<file path="config.mk">
export PLATFORM = sky130hd
export DESIGN_NAME = countdown_mmss
export DESIGN_NICKNAME = d
export VERILOG_FILES = /design/src/rtl/countdown_mmss_pkg.sv /design/src/rtl/countdown_mmss_digit.sv /design/src/rtl/countdown_mmss.sv
export SDC_FILE = /design/constraint.sdc
export NUM_CORES = 1
export LEC_CHECK = 0
export ABC_AREA = 1
export CORE_MARGIN = 2
export CORE_UTILIZATION = 50
export CTS_BUF_LIST = sky130_fd_sc_hd__clkbuf_4
export CTS_CLUSTER_SIZE = 28
export DETAILED_ROUTE_END_ITERATION = 7
export GPL_ROUTABILITY_DRIVEN = 0
export HOLD_SLACK_MARGIN = 0.12
export PLACE_DENSITY_LB_ADDON = 0.3
export RECOVER_POWER = 50
export SYNTH_ARGS = -nofsm -noshare
export SYNTH_HDL_FRONTEND = slang
export SYNTH_SLANG_ARGS = --single-unit
</file>
<file path="constraint.sdc">
create_clock -name clk -period 2.79 [get_ports clk]
set_clock_uncertainty 0.05 [all_clocks]
set_input_delay 0.4185 -clock clk [delete_from_list [all_inputs] [get_ports clk]]
set_output_delay 0.4185 -clock clk [all_outputs]
set_load 0.005 [all_outputs]
</file>
<file path="src/rtl/countdown_mmss_pkg.sv">
// rtl/countdown_mmss_pkg.sv - shared types, BCD constants and digit check for the MM:SS countdown
package countdown_mmss_pkg;

    typedef enum logic [1:0] {
        IDLE   = 2'd0,
        RUN    = 2'd1,
        PAUSED = 2'd2,
        DONE   = 2'd3
    } state_t;

    localparam logic [3:0] BCD_NINE = 4'd9;
    localparam logic [3:0] BCD_FIVE = 4'd5;

    function automatic logic is_bcd_digit(input logic [3:0] d);
        return d <= BCD_NINE;
    endfunction

endpackage

</file>
<file path="src/rtl/countdown_mmss_digit.sv">
// rtl/countdown_mmss_digit.sv - one BCD digit counting down with wrap-to-MAX and borrow out
//
// Ports:
//   clk, rst        clock, async active-high reset (q clears to 0)
//   dec_en          decrement this digit this cycle
//   ld_en, ld_val   parallel load (wins over dec_en)
//   q               current digit value
//   borrow          combinational: decrementing through 0, next digit must decrement
module bcd_down_digit
    import countdown_mmss_pkg::*;
#(
    parameter logic [3:0] MAX = BCD_NINE
) (
    input  logic       clk,
    input  logic       rst,
    input  logic       dec_en,
    input  logic       ld_en,
    input  logic [3:0] ld_val,
    output logic [3:0] q,
    output logic       borrow
);

    always_ff @(posedge clk or posedge rst) begin
        if (rst) begin
            q <= 4'd0;
        end else if (ld_en) begin
            q <= ld_val;
        end else if (dec_en) begin
            q <= (q == 4'd0) ? MAX : q - 4'd1;
        end
    end

    assign borrow = dec_en && (q == 4'd0);

endmodule

</file>
<file path="src/rtl/countdown_mmss.sv">
// rtl/countdown_mmss.sv - BCD MM:SS countdown timer with load/start/pause control and expiry flags
//
// Ports:
//   clk, rst                      clock, async active-high reset
//   tick                          one-cycle 1 Hz enable
//   load, ld_min_2..ld_sec_1      load request and BCD start value
//   start, pause                  run control
//   min_2, min_1, sec_2, sec_1    current BCD count
//   oc                            pulse: seconds wrapped 00->59 (borrow from minutes)
//   done                          pulse: count reached 00:00
//   expired, running              levels for DONE and RUN
//   err                           pulse: load rejected as non-BCD / out of range
module countdown_mmss
    import countdown_mmss_pkg::*;
#(
    parameter bit          AUTO_RELOAD  = 1'b0,
    parameter int unsigned MIN_TENS_MAX = 5
) (
    input  logic       clk,
    input  logic       rst,
    input  logic       tick,
    input  logic       load,
    input  logic [3:0] ld_min_2,
    input  logic [3:0] ld_min_1,
    input  logic [3:0] ld_sec_2,
    input  logic [3:0] ld_sec_1,
    input  logic       start,
    input  logic       pause,
    output logic [3:0] min_2,
    output logic [3:0] min_1,
    output logic [3:0] sec_2,
    output logic [3:0] sec_1,
    output logic       oc,
    output logic       done,
    output logic       expired,
    output logic       running,
    output logic       err
);

    localparam logic [3:0] MIN_TENS_LIM = MIN_TENS_MAX[3:0];

    state_t     state, next_state;
    logic [3:0] rl_min_2, rl_min_1, rl_sec_2, rl_sec_1;
    // Set on the expiry edge when auto-reloading; the following cycle restores the start value.
    logic       reload_pend;

    logic       ld_ok, count_zero, count_one, reload_zero;
    logic       do_load, do_reload, do_dec, err_n, done_n;
    logic       dig_ld_en;
    logic [3:0] dv_min_2, dv_min_1, dv_sec_2, dv_sec_1;
    logic       b_sec_1, b_sec_2, b_min_1, b_min_2;

    assign ld_ok = is_bcd_digit(ld_min_2) && is_bcd_digit(ld_min_1) &&
                   is_bcd_digit(ld_sec_2) && is_bcd_digit(ld_sec_1) &&
                   (ld_sec_2 <= BCD_FIVE) && (ld_min_2 <= MIN_TENS_LIM);

    assign count_zero  = {min_2, min_1, sec_2, sec_1} == 16'h0000;
    assign count_one   = {min_2, min_1, sec_2, sec_1} == 16'h0001;
    assign reload_zero = {rl_min_2, rl_min_1, rl_sec_2, rl_sec_1} == 16'h0000;

    // Strict priority chain: load, then start, then pause, then tick.
    always_comb begin
        next_state = state;
        do_load    = 1'b0;
        do_reload  = reload_pend;
        do_dec     = 1'b0;
        err_n      = 1'b0;
        if (load) begin
            if (!ld_ok) begin
                err_n = 1'b1;
            end else if (state != RUN) begin
                do_load    = 1'b1;
                next_state = IDLE;
            end
        end else if (start) begin
            unique case (state)
                IDLE:    if (!count_zero) next_state = RUN;
                PAUSED:  next_state = RUN;
                DONE: begin
                    if (!reload_zero) begin
                        do_reload  = 1'b1;
                        next_state = RUN;
                    end
                end
                default: ;
            endcase
        end else if (pause) begin
            if (state == RUN) next_state = PAUSED;
        end else if (tick && state == RUN && !reload_pend) begin
            do_dec = 1'b1;
            if (count_one && !AUTO_RELOAD) next_state = DONE;
        end
    end

    assign done_n    = do_dec && count_one;
    assign dig_ld_en = do_load || do_reload;
    assign dv_min_2  = do_load ? ld_min_2 : rl_min_2;
    assign dv_min_1  = do_load ? ld_min_1 : rl_min_1;
    assign dv_sec_2  = do_load ? ld_sec_2 : rl_sec_2;
    assign dv_sec_1  = do_load ? ld_sec_1 : rl_sec_1;

    bcd_down_digit #(.MAX(BCD_NINE)) u_sec_1 (
        .clk(clk), .rst(rst), .dec_en(do_dec), .ld_en(dig_ld_en),
        .ld_val(dv_sec_1), .q(sec_1), .borrow(b_sec_1)
    );
    bcd_down_digit #(.MAX(BCD_FIVE)) u_sec_2 (
        .clk(clk), .rst(rst), .dec_en(b_sec_1), .ld_en(dig_ld_en),
        .ld_val(dv_sec_2), .q(sec_2), .borrow(b_sec_2)
    );
    bcd_down_digit #(.MAX(BCD_NINE)) u_min_1 (
        .clk(clk), .rst(rst), .dec_en(b_sec_2), .ld_en(dig_ld_en),
        .ld_val(dv_min_1), .q(min_1), .borrow(b_min_1)
    );
    bcd_down_digit #(.MAX(MIN_TENS_LIM)) u_min_2 (
        .clk(clk), .rst(rst), .dec_en(b_min_1), .ld_en(dig_ld_en),
        .ld_val(dv_min_2), .q(min_2), .borrow(b_min_2)
    );

    always_ff @(posedge clk or posedge rst) begin
        if (rst) begin
            state       <= IDLE;
            rl_min_2    <= 4'd0;
            rl_min_1    <= 4'd0;
            rl_sec_2    <= 4'd0;
            rl_sec_1    <= 4'd0;
            reload_pend <= 1'b0;
            oc          <= 1'b0;
            done        <= 1'b0;
            err         <= 1'b0;
            expired     <= 1'b0;
            running     <= 1'b0;
        end else begin
            state       <= next_state;
            if (do_load) begin
                rl_min_2 <= ld_min_2;
                rl_min_1 <= ld_min_1;
                rl_sec_2 <= ld_sec_2;
                rl_sec_1 <= ld_sec_1;
            end
            reload_pend <= done_n && AUTO_RELOAD;
            oc          <= b_sec_2;
            done        <= done_n;
            // A minutes-tens borrow cannot happen because 00:00 stops the count first;
            // if it ever did, it is surfaced on err instead of silently wrapping.
            err         <= err_n || b_min_2;
            expired     <= next_state == DONE;
            running     <= next_state == RUN;
        end
    end

endmodule

</file>
# [Yosys cells after proc, flatten, opt, wreduce, memory -nomap -nowiden]
# Cells that the tools add are included.
[word_totals] register_bits=39 latch_bits=0 ram_bits=0 rom_bits=0 output_inout_bits=21 wordCells=95 mem_count=0
[op_classes] add_sub_neg=4 n_mul=0 div=0 magnitude_cmp=6 eq_ne=7 shifts=0 mux=40 bitwise=0 reduce_logical=24
[op_table] cell="4-bit 2-to-1 mux" count=16
[op_table] cell="16-bit zero test" count=2
[op_table] cell="2-bit 2-to-1 mux" count=10
[op_table] cell="16-bit by 1-bit equality test with 1-bit output, second input constant" count=1
[op_table] cell="4-bit <= comparator, second input constant" count=4
[op_table] cell="4-bit zero test" count=4
[op_table] cell="4-bit by 1-bit subtractor with 4-bit output, second input constant" count=4
[op_table] cell="1-bit 2-to-1 mux" count=13
[op_table] cell="1-bit logical AND" count=11
[op_table] cell="4-bit by 3-bit <= comparator with 1-bit output, second input constant" count=2
[op_table] cell="2-bit nonzero test" count=4
[op_table] cell="2-bit equality test, second input constant" count=3
[op_table] cell="2-bit one-hot mux with 3 select lines" count=1
[op_table] cell="2-bit by 1-bit equality test with 1-bit output, second input constant" count=2
[op_table] cell="2-bit zero test" count=1
[op_table] cell="1-bit logical OR" count=2
[op_table] cell="2-bit by 1-bit inequality test with 1-bit output, second input constant" count=1

# [Depth between registers and ports, before layout]
# Gate-level depths: netlist (run 1).
[logic_depth] depth_word=11 ltp_mapped=12 mapped_depth_nobuf=12

# [Hierarchy]
# From an unflattened synthesis (run 1), not the netlist that was laid out.
[hier_totals] hier_cells=306 hier_area_um2=2278.4
[modules_own_cells] module="countdown_mmss" n_inst=1 cells_per_inst=164 area_each_um2=1320.0
[modules_own_cells] module="bcd_down_digit (u_min_2 ...)" n_inst=2 cells_per_inst=35 area_each_um2=241.5
[modules_own_cells] module="bcd_down_digit (u_min_1 ...)" n_inst=2 cells_per_inst=36 area_each_um2=237.7

# [Worst setup path after synthesis (run 1)]
# Ideal clock, no wire load.
[synth_timing] path_kind="register to register" start="register u_sec_1.q[0]" end="register u_min_2.q[2]" setup_time_ns=0.117 arrival_ns=1.297 required_ns=2.623 path_slack_ns=1.326 stages_incl_launch_ff=11 synth_period_minus_slack_ns=1.464 path_cell_list="dfrtp_1 > nor2_1 > nand2_1 > nor2_2 > nand3_4 > inv_2 > nand2_2 > nand2_1 > inv_1 > nand2_1 > nand2_1"
[synth_between] elab_chain_cells=5
[synth_lines] item="start, declared" line="countdown_mmss_digit.sv:19" text="output logic [3:0] q,"
[synth_lines] item="start signal, assigned" line="countdown_mmss_digit.sv:27" text="q <= ld_val;"
[synth_lines] item="start signal, assigned" line="countdown_mmss_digit.sv:29" text="q <= (q == 4'd0) ? MAX : q - 4'd1;"
[synth_lines] item="4-bit zero test" line="countdown_mmss_digit.sv:33" text="assign borrow = dec_en && (q == 4'd0);"
[synth_lines] item="1-bit logical AND (2 in a row)" line="countdown_mmss_digit.sv:33"
[synth_lines] item="via b_sec_2" line="countdown_mmss.sv:51" text="logic b_sec_1, b_sec_2, b_min_1, b_min_2;"
[synth_lines] item="1-bit logical AND" line="countdown_mmss_digit.sv:33"
[synth_lines] item="2-bit nonzero test (no source line)"
[synth_lines] item="end signal, assigned" line="countdown_mmss_digit.sv:27"
[synth_lines] item="end signal, assigned" line="countdown_mmss_digit.sv:29"
[synth_lines] item="end, declared" line="countdown_mmss_digit.sv:19"
# The timed path passes the listed nets, and every way through them passes these cells.
# A chain may end at the register's enable or synchronous reset.

# [Final worst setup path (run 1)]
[layout_timing] start="input ld_sec_1[1]" end="register u_sec_1.q[0]"
[layout_between] elab_chain_cells=8 word_cells_on_any_way=10 cone_classes="order compare (1); mux (4); reduce/logical (5)"
[layout_lines] item="start, declared" line="countdown_mmss.sv:26" text="input logic [3:0] ld_sec_1,"
[layout_lines] item="4-bit <= comparator (*)" line="countdown_mmss_pkg.sv:15" text="return d <= BCD_NINE;"
[layout_lines] item="1-bit logical AND (*) (2 in a row)" line="countdown_mmss.sv:54" text="is_bcd_digit(ld_sec_2) && is_bcd_digit(ld_sec_1) &&"
[layout_lines] item="1-bit logical AND (*)" line="countdown_mmss.sv:55" text="(ld_sec_2 <= BCD_FIVE) && (ld_min_2 <= MIN_TENS_LIM);"
[layout_lines] item="1-bit 2-to-1 mux (*)" line="countdown_mmss.sv:69" text="if (!ld_ok) begin"
[layout_lines] item="1-bit 2-to-1 mux (*)" line="countdown_mmss.sv:68" text="if (load) begin"
[layout_lines] item="4-bit 2-to-1 mux or 1-bit logical OR (tied branches)"
[layout_lines] item="4-bit 2-to-1 mux or 2-bit nonzero test (tied branches)"
# Every way passes the cells marked *; elsewhere a longest branch is shown, timed or not.

==> results of run 1 <==
## layout make-up
class                   count  area share
well taps                  52     0.02402
clock buffers               5     0.01386
inverters                  45     0.06236
flip-flops and latches     39      0.3603
clock inverters             2    0.003233
multi-input cells         218      0.3681
repair buffers             48      0.1681
## cell usage in the layout (no fill, tap or decap), drive strengths merged, types with 2 or more instances in the layout
master / n
a21oi: 10
o211ai: 4
o21a: 3
nor2: 42
nand3: 29
dlygate4sd3: 2
clkdlybuf4s50: 40
o21ai: 16
clkinv: 2
nand2: 90
clkbuf: 8
nor3: 4
dfrtp: 39
nand4: 15
inv: 45
buf: 3
## per-stage QoR
step	power [mW]	hold WS, ns	setup WS (ns)
floorplan	1.270	0.4048	1.326
global route	2.021	0.4830	0.4492
CTS	1.888	0.4378	0.9127
detailed placement	1.617	0.4334	0.5904
global placement	1.607	0.4332	0.5764
finish	1.867	0.4590	0.5690
## synth_stat cells (all sizes together)
master / count / area (sq um)
o211ai: 4 / 30.03
nand2: 90 / 345.3
inv: 45 / 168.9
nand3: 29 / 157.7
buf: 7 / 47.54
nand4: 15 / 100.1
dfrtp: 39 / 975.9
o21a: 3 / 22.52
nor3: 4 / 25.02
clkbuf: 1 / 3.750
nand2b: 1 / 6.260
a21boi: 1 / 7.510
nor2b: 1 / 6.260
xor2: 1 / 8.760
nor2: 42 / 172.7
a21oi: 10 / 50.05
o21ai: 16 / 80.08
o22ai: 1 / 6.260
## where the power goes
| group | total (mW) | switching, mW | internal (mW) | leakage (nW) |
|---|---|---|---|---|
| clock | 0.265 | 0.175 | 0.0894 | 0.0285 |
| sequential | 0.868 | 0.156 | 0.711 | 0.481 |
| combinational | 0.734 | 0.366 | 0.368 | 0.887 |
| total | 1.87 | 0.698 | 1.17 | 1.40 |
## metal layers
layer,up-vias,share of wire
met2,69,0.47
li1,1087,-
met5,-,0
met3,5,0.063
met4,0,0.012
met1,992,0.45
## kinds of logic (layout without fill, tap and decap cells)
family,Yosys count,in the layout
XOR/XNOR,1,1
AO/OA/AOI/OAI,35,35
flip-flops,39,39
AND/OR/NAND/NOR,182,182
buffers and inverters,53,100
## final timing paths
| kind | start | endpoint | slack (ns) |
|---|---|---|---|
| setup / recovery | ld_sec_1[1] | u_sec_1.q[0] | 0.57 |
| hold / removal | rl_min_1[1] | rl_min_1[1] | 0.46 |
| setup reg to reg | state[1] | u_sec_1.q[0] | 0.77 |
| hold reg to reg | rl_min_1[1] | rl_min_1[1] | 0.46 |
| max in group asynchronous | rst | u_sec_1.q[1] | 1.36 |
| min in group asynchronous | rst | rl_sec_1[0] | 0.74 |
## critical path, stage by stage
cell and delay [ns]:
dlygate4sd3_1 0.60, nor2_1 0.07, nor2_1 0.11, nor2_1 0.06, nand4_1 0.12, clkbuf_1 0.57
o21ai_0 0.27, a21oi_1 0.21
## flip-flops by register name, indices dropped and copies added, names as in the netlist
signal,cells
rl_min_1,4
rl_min_2,4
rl_sec_1,4
rl_sec_2,4
u_min_1.q,4
u_min_2.q,4
u_sec_1.q,4
u_sec_2.q,4
state,2
done,1
err,1
expired,1
oc,1
running,1
==> metrics.yaml, run 1 <==
nNetsFinal: 379
cp-start-kind: "input port"
avgSynthCellArea_sq_um: 7.144
post_cts_buffers: 0
hold_violations: 0
synthMuxAreaShare: 0
initial_core_util: 0.5122
num_rows: 24
grt.total_usage: 0.2290
area_growth_pct: 22.32
max_freq_ghz: 0.4502
drc: 0
cts_max_level: 2
drive_above_1_share: 0.06162
drtAntennaViolNets: 0
synth-simple-area-share: 0.3672
synth_nets: 332
layout.cells.non_filler: 409
setup_viol: 0
required_ns: 3.01
vias: 2153
cts_hold_buf: 0
crit_fanout: 18
clockBufferDepth: 2
gr-total-overflow: 0
routed_wl_microns: 5232
tightest_slew_ns: 0.9535
cts_buffers: 5
critPathKind: "in -> reg"
post_cts.resized_instances: 0
drt_iter0_drc: 148
rsz0062_at_grt: "false"
final_cell_area_sq_um: 2709
power.leakage_nw: 1.397
clock-sinks: 39
maxCapViolCount: 0
antenna_found_initial: 0
gr-usage-met3: 0.05556
core_sq_um: 4324
clk_latency_ns: 0.34
syn_area_sq_um: 2215
io_pins: 43
synthAdderAreaFrac: 0
maxSlewViolCount: 0
dieHeight_microns: 70.55
syn_inst: 310
yosysSeqAreaShare: 0.4407
wire_per_inst_microns: 12.79
dpl_cell_area_sq_um: 2694
powerDensity_nw_per_um2: 689.0
synth.distinct_cells: 27
ff_latch_area_sq_um: 975.9
period_share: 0.7961
utilization: 0.6264
dieArea_sq_um: 4977
ir_drop_v: 0.0003733
root_buffer: "clkbuf_4"
grt_use_met1: 0.3059
min_period_ns: 2.221
dp_cells: 402
top_usage_layer: "met2"
dr.pass1.iters: 4
holdPathStages: 2
hpwlAfterDp_microns: 3943
arrival_ns: 2.44
grt_max_degree: 40
synth_xor_area_frac: 0.003955
nFillCells: 401
hp-class: "reg -> reg"
cts_tree: "done"
port_buffers: 42
drt-vias-per-instance: 5.264
crit_path_end_kind: "flip-flop"
die_width_microns: 70.55
yosys_warnings: 0
finalSetupTns_ns: 0
outcome: "finished, final reports clean"
diodes: 0
grt_pass1_vias: 2053
multi_input_area_sq_um: 997.2
max-slew-margin-rel: 0.3643
grt_pass1_wl_microns: 9059
synth_compound_area_frac: 0.08870
synth_top_family_by_area: "simple AND/OR/NAND/NOR gates"
clk_pin_slew_ns: 0.11
grtUsageMet2: 0.3763
ys_seq_elements: 39
ff2ff_path_depth: 6
(Power assumes the default switching activity.)
==> run 2: changes to the inputs <==
--- a/config.mk
+++ b/config.mk
@@ -7,7 +7,7 @@
 export LEC_CHECK = 0
 export ABC_AREA = 1
 export CORE_MARGIN = 2
-export CORE_UTILIZATION = 50
+export CORE_UTILIZATION = 48
 export CTS_BUF_LIST = sky130_fd_sc_hd__clkbuf_4
 export CTS_CLUSTER_SIZE = 28
 export DETAILED_ROUTE_END_ITERATION = 7
==> constraint.sdc (replaced) <==
create_clock -name clk -period 2 [get_ports clk]
set_clock_uncertainty 0.05 [all_clocks]
set_input_delay 0.3 -clock clk [delete_from_list [all_inputs] [get_ports clk]]
set_output_delay 0.3 -clock clk [all_outputs]
set_load 0.005 [all_outputs]
==> metrics.yaml, run 2 (synthesis results as in run 1) <==
cp-start-kind: "flip-flop"
layout_common_cells: "nand2_1, inv_1, clkdlybuf4s50_1"
ff2ff_path_depth: 10  # +4
rsz0062_at_grt: "false"
path_delay_family: "simple AND/OR/NAND/NOR gates"
hold_violations: 0  # unchanged
routed_wl_microns: 5317  # +1.6%
setup_viol: 0  # unchanged
post_cts.resized_instances: 0  # unchanged
diodes: 0  # unchanged
die_width_microns: 71.93  # +1.9%
layout_setup_ws_ns: 0.2317  # -0.3373 ns
crit_fanout: 15  # -3
antenna_found_initial: 0  # unchanged
vias: 2217  # +3.0%
io_pins: 43  # unchanged
finalSetupTns_ns: 0  # unchanged
ff2ff_setup_slack_ns: 0.23  # -0.54 ns
critPathKind: "reg -> reg"
power.leakage_nw: 1.464  # +4.8%
path_cells: "inv_1 > nor2_2 > inv_1 > nand4_2 > nand2_2 > inv_2 > nand2_1 > inv_1 > nand2_1 > nand2_1"
post_cts_buffers: 0  # unchanged
dieHeight_microns: 71.93  # +1.9%
rr_startpoint: "state[0]"
cp_num_buf_inv: 4  # +2
powerDensity_nw_per_um2: 931.8  # +35%
clk_latency_ns: 0.35  # about the same
drive_above_1_share: 0.09264  # +0.03102
clk_pin_slew_ns: 0.12  # about the same
initial_core_util: 0.5017  # -0.01045
hpwlAfterDp_microns: 4130  # +4.7%
dpl_cell_area_sq_um: 2774  # +3.0%
place_ws_ns: -0.07347  # -0.6639 ns
hold_start: "rl_sec_2[3]"
max_stage_delay_ns: 0.41  # -0.19 ns
area_growth_pct: 27.51
utilization: 0.6397  # +0.01329
crit_path_end_kind: "flip-flop"
dieArea_sq_um: 5173  # +3.9%
cts_tree: "done"
holdPathEnd: "rl_sec_2[3]"
grt_max_degree: 40  # unchanged
max_freq_ghz: 0.5655
layout_commonest_cell: "nand2_1"
required_ns: 2.19  # -0.82 ns
nNetsFinal: 388  # +2.4%
maxSlewViolCount: 0  # unchanged
clock-sinks: 39  # unchanged
grt_pass1_wl_microns: 8707  # -3.9%
r2r_end: "u_min_2.q[1]"
cts_buffers: 5  # unchanged
gr-total-overflow: 0  # unchanged
drt_iter0_drc: 217  # +47%
drc: 0  # unchanged
dr.pass1.iters: 4  # unchanged
max-slew-margin-rel: 0.3625  # -0.001861
port_buffers: 42  # unchanged
tightest_slew_ns: 0.9563  # +0.002792 ns
core_sq_um: 4414  # +2.1%
wire_per_inst_microns: 12.69  # -0.80%
ir_drop_v: 0.0005612  # +50%
holdPathStages: 2  # unchanged
drtAntennaViolNets: 0  # unchanged
grt.total_usage: 0.2156  # -0.01340
maxCapViolCount: 0  # unchanged
slowest_stage: "dfrtp_1"
period_share: 0.8841
outcome: "finished, final reports clean"
min_period_ns: 1.768
arrival_ns: 1.96  # -0.48 ns
root_buffer: "clkbuf_4"
grt_pass1_vias: 1966  # -4.2%
final_cell_area_sq_um: 2824  # +4.2%
hp-class: "reg -> reg"
hold-worst-slack_ns: 0.4462  # -0.01289 ns
cts_hold_buf: 0  # unchanged
cts_max_level: 2  # unchanged
drt-vias-per-instance: 5.291  # +0.52%
num_rows: 24  # unchanged
clockBufferDepth: 2  # unchanged
run 2: cell types whose count changed in the layout (fill, tap and decap cells not counted), sizes merged:
cell,delta
buf,+11
clkdlybuf4s50,+1
clkbuf,-1
dlygate4sd3,-1
run 2: per-stage QoR:
| stage | cells | power (mW) |
|---|---|---|
| 2_1_floorplan | 310 | 1.772 |
| 3_3_place_gp | 411 | 2.220 |
| 3_5_place_dp | 411 | 2.253 |
| 4_1_cts | 419 | 2.644 |
| 5_1_grt | 419 | 2.842 |
| 6_report | 419 | 2.631 |
run 2: how the worst max path moves through the flow:
stage                            start      endpoint  slack [ns]  cells past startpoint
after global routing          state[0]  u_sec_2.q[0]        0.06                      7
final                         state[0]  u_min_2.q[1]        0.23                     10
after detailed placement          load  u_min_2.q[2]       -0.07                     11
after CTS                 u_sec_2.q[0]  u_min_2.q[1]        0.26                     10
after floorplan           u_sec_1.q[0]  u_min_2.q[2]        0.54                     10
after global placement            load  u_min_2.q[3]       -0.04                      9
run 2: layer usage:
metal / vias up / GRT usage / wire length, microns
li1: 1107 / - / -
met1: 1018 / 0.3094 / 2470
met2: 82 / 0.3251 / 2405
met3: 10 / 0.04167 / 335
met4: 0 / 0.08386 / 106
met5: - / 0 / 0
run 2: power breakdown:
group          total (mW)  internal, mW  switching, mW
combinational        1.03         0.523          0.504
sequential           1.21         0.992          0.216
clock               0.396         0.144          0.252
total                2.63          1.66          0.973
run 2: area by class of cell:
class,instances,area (sq um)
clock buffer,6,45.04
tap,52,65.06
multi-input combinational,218,1018
timing repair buffer,57,543.0
sequential,39,975.9
inverter,45,168.9
clock inverter,2,7.507
fill,400,1590
run 2: worst reg2reg max path: stages, from the launching register on:
cell and delay (ns):
dfrtp_1 0.41, inv_1 0.14, nor2_2 0.05, inv_1 0.24, nand4_2 0.21, nand2_2 0.15
inv_2 0.14, nand2_1 0.11, inv_1 0.06, nand2_1 0.05, nand2_1 0.05
==> run 3: changes to the inputs <==
--- a/config.mk
+++ b/config.mk
@@ -6,6 +6,7 @@
 export NUM_CORES = 1
 export LEC_CHECK = 0
 export ABC_AREA = 1
+export ABC_CLOCK_PERIOD_IN_PS = 2000
 export CORE_MARGIN = 2
 export CORE_UTILIZATION = 48
 export CTS_BUF_LIST = sky130_fd_sc_hd__clkbuf_4
==> results of run 3 <==
Same layout as run 2: the final DEF is identical, and so are final timing and power.
